[src/rtl/img_stream_tx_if.sv]
// img_stream_tx_if: sensor-side pixel bus (pixel clock, data, frame/line valid).
interface img_stream_tx_if;
  logic        img_dclk;
  logic [11:0] img_d;
  logic        img_fv;
  logic        img_lv;

  modport master (output img_dclk, img_d, img_fv, img_lv);
  modport slave  (input  img_dclk, img_d, img_fv, img_lv);
endinterface

[src/rtl/img_stream_tx.sv]
// img_stream_tx: image-sensor emulator. Emits one frame per cmd_frame edge with a
// deterministic pixel ramp; everything on the bus changes on img_dclk falling ticks.
// Optional feature macro: IMG_STREAM_TX_SENSOR_RST_EN adds the img_rst_ sensor reset input.
module img_stream_tx #(
  parameter int unsigned ImgWidth     = 2304,
  parameter int unsigned ImgHeight    = 1296,
  parameter int unsigned HBlankTicks  = 8,
  parameter int unsigned FvLeadTicks  = 4,
  parameter int unsigned FvTrailTicks = 4,
  parameter logic [11:0] PixelInitial = 12'hFFF,
  parameter int          PixelDelta   = -1
) (
  input  logic             clk,
  input  logic             rst_,
  input  logic             cmd_frame,
`ifdef IMG_STREAM_TX_SENSOR_RST_EN
  input  logic             img_rst_,
`endif
  output logic             status_frameDone,
  output logic             status_busy,
  img_stream_tx_if.master  img
);

  localparam int unsigned ColW      = $clog2(ImgWidth + 1);
  localparam int unsigned LineW     = $clog2(ImgHeight + 1);
  localparam int unsigned BlankMax0 = (HBlankTicks > FvLeadTicks) ? HBlankTicks : FvLeadTicks;
  localparam int unsigned BlankMax  = (BlankMax0 > FvTrailTicks) ? BlankMax0 : FvTrailTicks;
  localparam int unsigned BlkW      = (BlankMax > 0) ? $clog2(BlankMax + 1) : 1;
  localparam logic [11:0] PixStep   = 12'(PixelDelta);

  typedef enum logic [2:0] {ST_IDLE, ST_LEAD, ST_LINE, ST_HBLANK, ST_TRAIL} state_t;

  state_t           state;
  logic             phase;
  logic             cmd_q;
  logic             cmd_armed;
  logic             cmd_edge;
  logic             pending;
  logic             fv;
  logic             lv;
  logic             done;
  logic             busy;
  logic             srst;
  logic [11:0]      d;
  logic [11:0]      pix;
  logic [ColW-1:0]  col;
  logic [LineW-1:0] line;
  logic [BlkW-1:0]  blk;

`ifdef IMG_STREAM_TX_SENSOR_RST_EN
  assign srst = ~img_rst_;
`else
  assign srst = 1'b0;
`endif

  // Pixel clock: phase toggles every clk; a tick is the edge where it falls.
  always_ff @(posedge clk or negedge rst_) begin
    if (!rst_) phase <= 1'b0;
    else       phase <= ~phase;
  end

  // Command edge detect; armed after the first clk so the reset level is not an edge.
  always_ff @(posedge clk or negedge rst_) begin
    if (!rst_) begin
      cmd_q     <= 1'b0;
      cmd_armed <= 1'b0;
    end else begin
      cmd_q     <= cmd_frame;
      cmd_armed <= 1'b1;
    end
  end

  assign cmd_edge = cmd_armed && !srst && (cmd_frame != cmd_q);

  // Frame sequencer with registered bus outputs and request latch.
  always_ff @(posedge clk or negedge rst_) begin
    if (!rst_) begin
      state   <= ST_IDLE;
      pending <= 1'b0;
      fv      <= 1'b0;
      lv      <= 1'b0;
      d       <= '0;
      done    <= 1'b0;
      busy    <= 1'b0;
      pix     <= '0;
      col     <= '0;
      line    <= '0;
      blk     <= '0;
    end else if (srst) begin
      state   <= ST_IDLE;
      pending <= 1'b0;
      fv      <= 1'b0;
      lv      <= 1'b0;
      d       <= '0;
      busy    <= 1'b0;
    end else begin
      if (phase) begin
        case (state)
          ST_IDLE: begin
            fv <= 1'b0;
            lv <= 1'b0;
            d  <= '0;
            if (pending) begin
              pending <= 1'b0;
              fv      <= 1'b1;
              busy    <= 1'b1;
              line    <= LineW'(ImgHeight - 1);
              if (FvLeadTicks == 0) begin
                state <= ST_LINE;
                lv    <= 1'b1;
                d     <= PixelInitial;
                pix   <= PixelInitial + PixStep;
                col   <= ColW'(ImgWidth - 1);
              end else begin
                state <= ST_LEAD;
                pix   <= PixelInitial;
                blk   <= BlkW'(FvLeadTicks - 1);
              end
            end
          end
          ST_LEAD: begin
            if (blk != '0) begin
              blk <= blk - BlkW'(1);
            end else begin
              state <= ST_LINE;
              lv    <= 1'b1;
              d     <= pix;
              pix   <= pix + PixStep;
              col   <= ColW'(ImgWidth - 1);
            end
          end
          ST_LINE: begin
            if (col != '0) begin
              d   <= pix;
              pix <= pix + PixStep;
              col <= col - ColW'(1);
            end else if (line != '0) begin
              line <= line - LineW'(1);
              if (HBlankTicks == 0) begin
                d   <= pix;
                pix <= pix + PixStep;
                col <= ColW'(ImgWidth - 1);
              end else begin
                state <= ST_HBLANK;
                lv    <= 1'b0;
                d     <= '0;
                blk   <= BlkW'(HBlankTicks - 1);
              end
            end else if (FvTrailTicks == 0) begin
              state <= ST_IDLE;
              fv    <= 1'b0;
              lv    <= 1'b0;
              d     <= '0;
              done  <= ~done;
              busy  <= 1'b0;
            end else begin
              state <= ST_TRAIL;
              lv    <= 1'b0;
              d     <= '0;
              blk   <= BlkW'(FvTrailTicks - 1);
            end
          end
          ST_HBLANK: begin
            if (blk != '0) begin
              blk <= blk - BlkW'(1);
            end else begin
              state <= ST_LINE;
              lv    <= 1'b1;
              d     <= pix;
              pix   <= pix + PixStep;
              col   <= ColW'(ImgWidth - 1);
            end
          end
          ST_TRAIL: begin
            if (blk != '0) begin
              blk <= blk - BlkW'(1);
            end else begin
              state <= ST_IDLE;
              fv    <= 1'b0;
              done  <= ~done;
              busy  <= 1'b0;
            end
          end
          default: begin
            state <= ST_IDLE;
            fv    <= 1'b0;
            lv    <= 1'b0;
            d     <= '0;
            busy  <= 1'b0;
          end
        endcase
      end
      // A new edge on the same clk as service still counts as a fresh request.
      if (cmd_edge) pending <= 1'b1;
    end
  end

  assign img.img_dclk     = phase;
  assign img.img_d        = d;
  assign img.img_fv       = fv;
  assign img.img_lv       = lv;
  assign status_frameDone = done;
  assign status_busy      = busy;

endmodule

[src/flat_wrapper.sv]
// flat-port wrapper written by rule: the top's interface ports become plain ports
module img_stream_tx_flat 
#(
  parameter int unsigned ImgWidth     = 2304,
  parameter int unsigned ImgHeight    = 1296,
  parameter int unsigned HBlankTicks  = 8,
  parameter int unsigned FvLeadTicks  = 4,
  parameter int unsigned FvTrailTicks = 4,
  parameter logic [11:0] PixelInitial = 12'hFFF,
  parameter int          PixelDelta   = -1
)
  (clk, rst_, cmd_frame, status_frameDone, status_busy, img_img_dclk, img_img_d, img_img_fv, img_img_lv);
  img_stream_tx_if img_i ();
  input  logic clk;
  input  logic rst_;
  input  logic cmd_frame;
  output logic status_frameDone;
  output logic status_busy;
  output wire logic [$bits(img_i.img_dclk)-1:0] img_img_dclk;
  output wire logic [$bits(img_i.img_d)-1:0] img_img_d;
  output wire logic [$bits(img_i.img_fv)-1:0] img_img_fv;
  output wire logic [$bits(img_i.img_lv)-1:0] img_img_lv;
  assign img_img_dclk = img_i.img_dclk;
  assign img_img_d = img_i.img_d;
  assign img_img_fv = img_i.img_fv;
  assign img_img_lv = img_i.img_lv;
  img_stream_tx #(.ImgWidth(ImgWidth), .ImgHeight(ImgHeight), .HBlankTicks(HBlankTicks), .FvLeadTicks(FvLeadTicks), .FvTrailTicks(FvTrailTicks), .PixelInitial(PixelInitial), .PixelDelta(PixelDelta)) u_core (.clk(clk), .rst_(rst_), .cmd_frame(cmd_frame), .status_frameDone(status_frameDone), .status_busy(status_busy), .img(img_i));
endmodule
[config.mk]
export PLATFORM = sky130hd
export DESIGN_NAME = img_stream_tx_flat
export DESIGN_NICKNAME = d
export VERILOG_FILES = /design/src/rtl/img_stream_tx_if.sv /design/src/rtl/img_stream_tx.sv /design/src/flat_wrapper.sv
export SDC_FILE = /design/constraint.sdc
export NUM_CORES = 1
export LEC_CHECK = 0
export ABC_AREA = 1
export ABC_CLOCK_PERIOD_IN_PS = 3200
export BUFFER_PORTS_ARGS = -buffer_cell sky130_fd_sc_hd__buf_2
export CAP_MARGIN = 20
export CELL_PAD_IN_SITES_DETAIL_PLACEMENT = 1
export CELL_PAD_IN_SITES_GLOBAL_PLACEMENT = 2
export CORE_ASPECT_RATIO = 1.1
export CORE_MARGIN = 3
export CORE_UTILIZATION = 40
export CTS_BUF_LIST = sky130_fd_sc_hd__clkbuf_4
export CTS_CLUSTER_SIZE = 40
export DETAILED_ROUTE_END_ITERATION = 10
export PLACE_DENSITY = 0.95
export SKIP_CTS_REPAIR_TIMING = 1
export SYNTH_ARGS = -nofsm -noshare
export SYNTH_HDL_FRONTEND = slang
export SYNTH_SLANG_ARGS = --single-unit
[constraint.sdc]
create_clock -name clk -period 3.2 [get_ports clk]
set_input_delay 0.64 -clock clk [delete_from_list [all_inputs] [get_ports clk]]
set_output_delay 0.64 -clock clk [all_outputs]
set_load 0.005 [all_outputs]
==> metrics.yaml <==
clock_tree:
  cts_made_buffers: 9
  clockBufferDepth: 2
  clkTransAtPathRegs_ns: 0.11
  cts_root_buf: "clkbuf_4"
  htree_levels: 3
  cts_sinks: 62
  cts_tree: "yes"
  clock_latency_ns: 0.40
flow_run:
  drv_cap: 0
cells_and_area:
  drive_above_1_share: 0.128
  area.growth.synth_to_final_pct: 9.52
  stdcell_area_mm2: 0.00386
  fin_nets: 512
  final_cells: 620
  antenna_cells: 0
logic_synthesis:
  synth_top_family_by_area: "simple AND/OR/NAND/NOR gates"
  syn_nets: 490
  synth_seq_cells: 62
  synth_compound_area_frac: 0.101
  syn_area_per_cell_um2: 7.31
  synthAdderAreaFrac: 0.0178
  synthCells: 482
  muxShareOfSynthArea: 0
  ys_warn_count: 0
  yosysUniqueCellTypes: 32
  yosys.area_share.simple: 0.345
  synth_area_mm2: 0.00352
  ys_seq_area_frac: 0.440
  synth_xor_xnor_area_share: 0.0124
place:
  globalplace.congestion: 0.805
  place_area_mm2: 0.00370
  numPortBuffers: 19
  hpwlAfterDp_um: 6520
  place_inst: 604
pwr:
  peakVddDrop_uv: 191
  leakagePower_nw: 1.96
  power_density_mw_per_mm2: 370
timing:
  setup_viol: 0
  fin_crit_ns: 2.15
  hold_viol: 0
  fin_skew_ns: 0.0125
  drv_slew: 0
  slew-limit-headroom: 0.519
  tightest_slew_ns: 0.721
  tns_ns: 0
  final.period_utilization: 0.672
  clock.fmax_mhz: 465
  rsz0062_at_grt: "false"
setup_path:
  crit_arrival_ns: 2.47
  cp.required_ns: 3.52
  critPathCaptureType: "register"
  cp-start-kind: "register"
  path_max_fanout: 28
  worstSetupPathType: "reg2reg"
outcome:
  status: "finished clean"
grt:
  grt_pass1_wl_um: 15300
  first_global_vias: 3351
  grt_use_total: 0.192
  antenna_found_initial: 0
  grt.overflow.total: 0
  grt_max_degree: 34
drt:
  wl_um: 8790
  wl_per_cell_um: 14.2
  route.detailed.drc: 0
  firstDrtPassIters: 4
  initialDrtViolationCount: 93
  via_count: 3141
  postRouteAntennaNets: 0
  viasPerCell: 5.07
floorplanning:
  boundaryPins: 20
  core_mm2: 0.00850
  initial_core_util: 0.415
  dieArea_mm2: 0.00997
  dieHeight_um: 104
  core.rowCount: 35
  die_width_um: 95.5
min_path:
  hold_class: "in2async"
[final timing paths]
check	from	to	slack, ns	cells after the start
max	u_core.blk[0]	u_core.col[1]	1.05	10
min	rst_	u_core.pix[7]	0.28	1
max reg2reg	u_core.blk[0]	u_core.col[1]	1.05	10
min reg2reg	u_core.status_frameDone	u_core.status_frameDone	0.49	1
max in group asynchronous	rst_	u_core.line[3]	2.28	2
min in group clk	cmd_frame	u_core.cmd_q	0.37	1
[cell families after synthesis]
family | Yosys count
compound gates | 68
buf+inv | 66
fa+ha+maj | 5
xor+xnor | 5
flops | 62
simple gates | 275
other cells | 1
[power by group]
group          switching [mW]  leakage (nW)  internal (mW)
clock network           0.292        0.0883          0.330
registers            0.000447         0.673          0.784
logic                  0.0169          1.20        0.00415
[per-layer routing]
metal / global-route usage / share of wire / up-vias
li1: - / - / 1575
met1: 0.233 / 0.44 / 1537
met2: 0.338 / 0.52 / 22
met3: 0.0362 / 0.022 / 7
met4: 0.0549 / 0.011 / 0
met5: 0 / 0 / -
[through the flow]
stage	util	setup slack (ns)	hold slack [ns]	total power, mW
after floorplan	-	1.59	0.344	0.801
after global placement	0.436	1.15	0.456	0.822
after detailed placement	0.436	1.07	0.471	0.823
after CTS	0.454	1.02	0.304	1.44
after global routing	0.454	0.754	0.315	1.48
final	0.454	1.05	0.282	1.43
[cell usage after synthesis]
cell / number / share of area
nand2_2: 4 / 0.0071
o21ai_0: 32 / 0.045
clkinv_1: 1 / 0.0011
and2_1: 2 / 0.0036
nor3_1: 5 / 0.0071
nand2_4: 2 / 0.0064
nand3_2: 1 / 0.0028
inv_4: 1 / 0.0018
a21oi_2: 1 / 0.0025
or2_2: 4 / 0.0071
dfrtp_1: 62 / 0.44
nand2_1: 154 / 0.16
nor2_1: 45 / 0.048
conb_1: 1 / 0.0011
xnor2_1: 2 / 0.0050
nand3b_4: 1 / 0.0057
clkbuf_1: 2 / 0.0021
inv_1: 50 / 0.053
nor2_4: 2 / 0.0064
xor2_1: 3 / 0.0075
nor2_2: 7 / 0.012
inv_2: 5 / 0.0053
o21ai_1: 30 / 0.043
buf_6: 4 / 0.013
a21oi_1: 4 / 0.0057
a21oi_4: 1 / 0.0046
nor2_8: 1 / 0.0057
nand4_1: 3 / 0.0053
buf_4: 3 / 0.0064
ha_1: 5 / 0.018
nand3_1: 43 / 0.061
nand3b_1: 1 / 0.0021
[cells in the final DEF (no fill, tap or decap)]
cell | synthesis | layout
nand2_1 | 154 | 154
dfrtp_1 | 62 | 62
inv_1 | 50 | 50
nor2_1 | 45 | 45
nand3_1 | 43 | 43
o21ai_0 | 32 | 32
o21ai_1 | 30 | 30
buf_2 | 0 | 19
clkbuf_4 | 0 | 11
nor2_2 | 7 | 7
inv_2 | 5 | 5
nor3_1 | 5 | 5
ha_1 | 5 | 5
nand2_2 | 4 | 4
a21oi_1 | 4 | 4
or2_2 | 4 | 4
xor2_1 | 3 | 3
nand4_1 | 3 | 3
nor2_4 | 2 | 2
nand2_4 | 2 | 2
and2_1 | 2 | 2
clkinv_1 | 1 | 2
xnor2_1 | 2 | 2
bufinv_16 | 0 | 2
clkinv_2 | 0 | 2
nor2_8 | 1 | 1
nand3_2 | 1 | 1
nand3b_4 | 1 | 1
a21oi_4 | 1 | 1
a21oi_2 | 1 | 1
nand3b_1 | 1 | 1
inv_4 | 1 | 1
buf_12 | 0 | 1
conb_1 | 1 | 1
[critical path, stage by stage (launching register included)]
cell     delay, ns
dfrtp_1       0.41
inv_1         0.08
ha_1          0.19
nand3_1       0.14
nand2_1       0.12
nand2_2       0.18
nor2_1        0.17
nand2_2       0.33
inv_2         0.30
nand2_1       0.07
o21ai_1       0.08
[layout make-up]
cell class                      instances  area (µm²)
Clock inverter                          5        73.8
Multi-Input combinational cell        354        1680
Clock buffer                           11        82.6
Inverter                               57         216
Sequential cell                        62        1550
Tap cell                              111         139
Timing Repair Buffer                   20         115
Fill cell                            1119        4640
[registers in the layout, indices dropped and copies added (netlist names)]
name                     flops
u_core.line                 11
u_core.img.img_d            12
u_core.img.img_dclk          1
u_core.state                 3
u_core.cmd_q                 1
u_core.pix                  12
u_core.blk                   4
u_core.cmd_armed             1
u_core.img.img_lv            1
u_core.img.img_fv            1
u_core.status_busy           1
u_core.col                  12
u_core.pending               1
u_core.status_frameDone      1
Power figures use the tool's default switching activity.
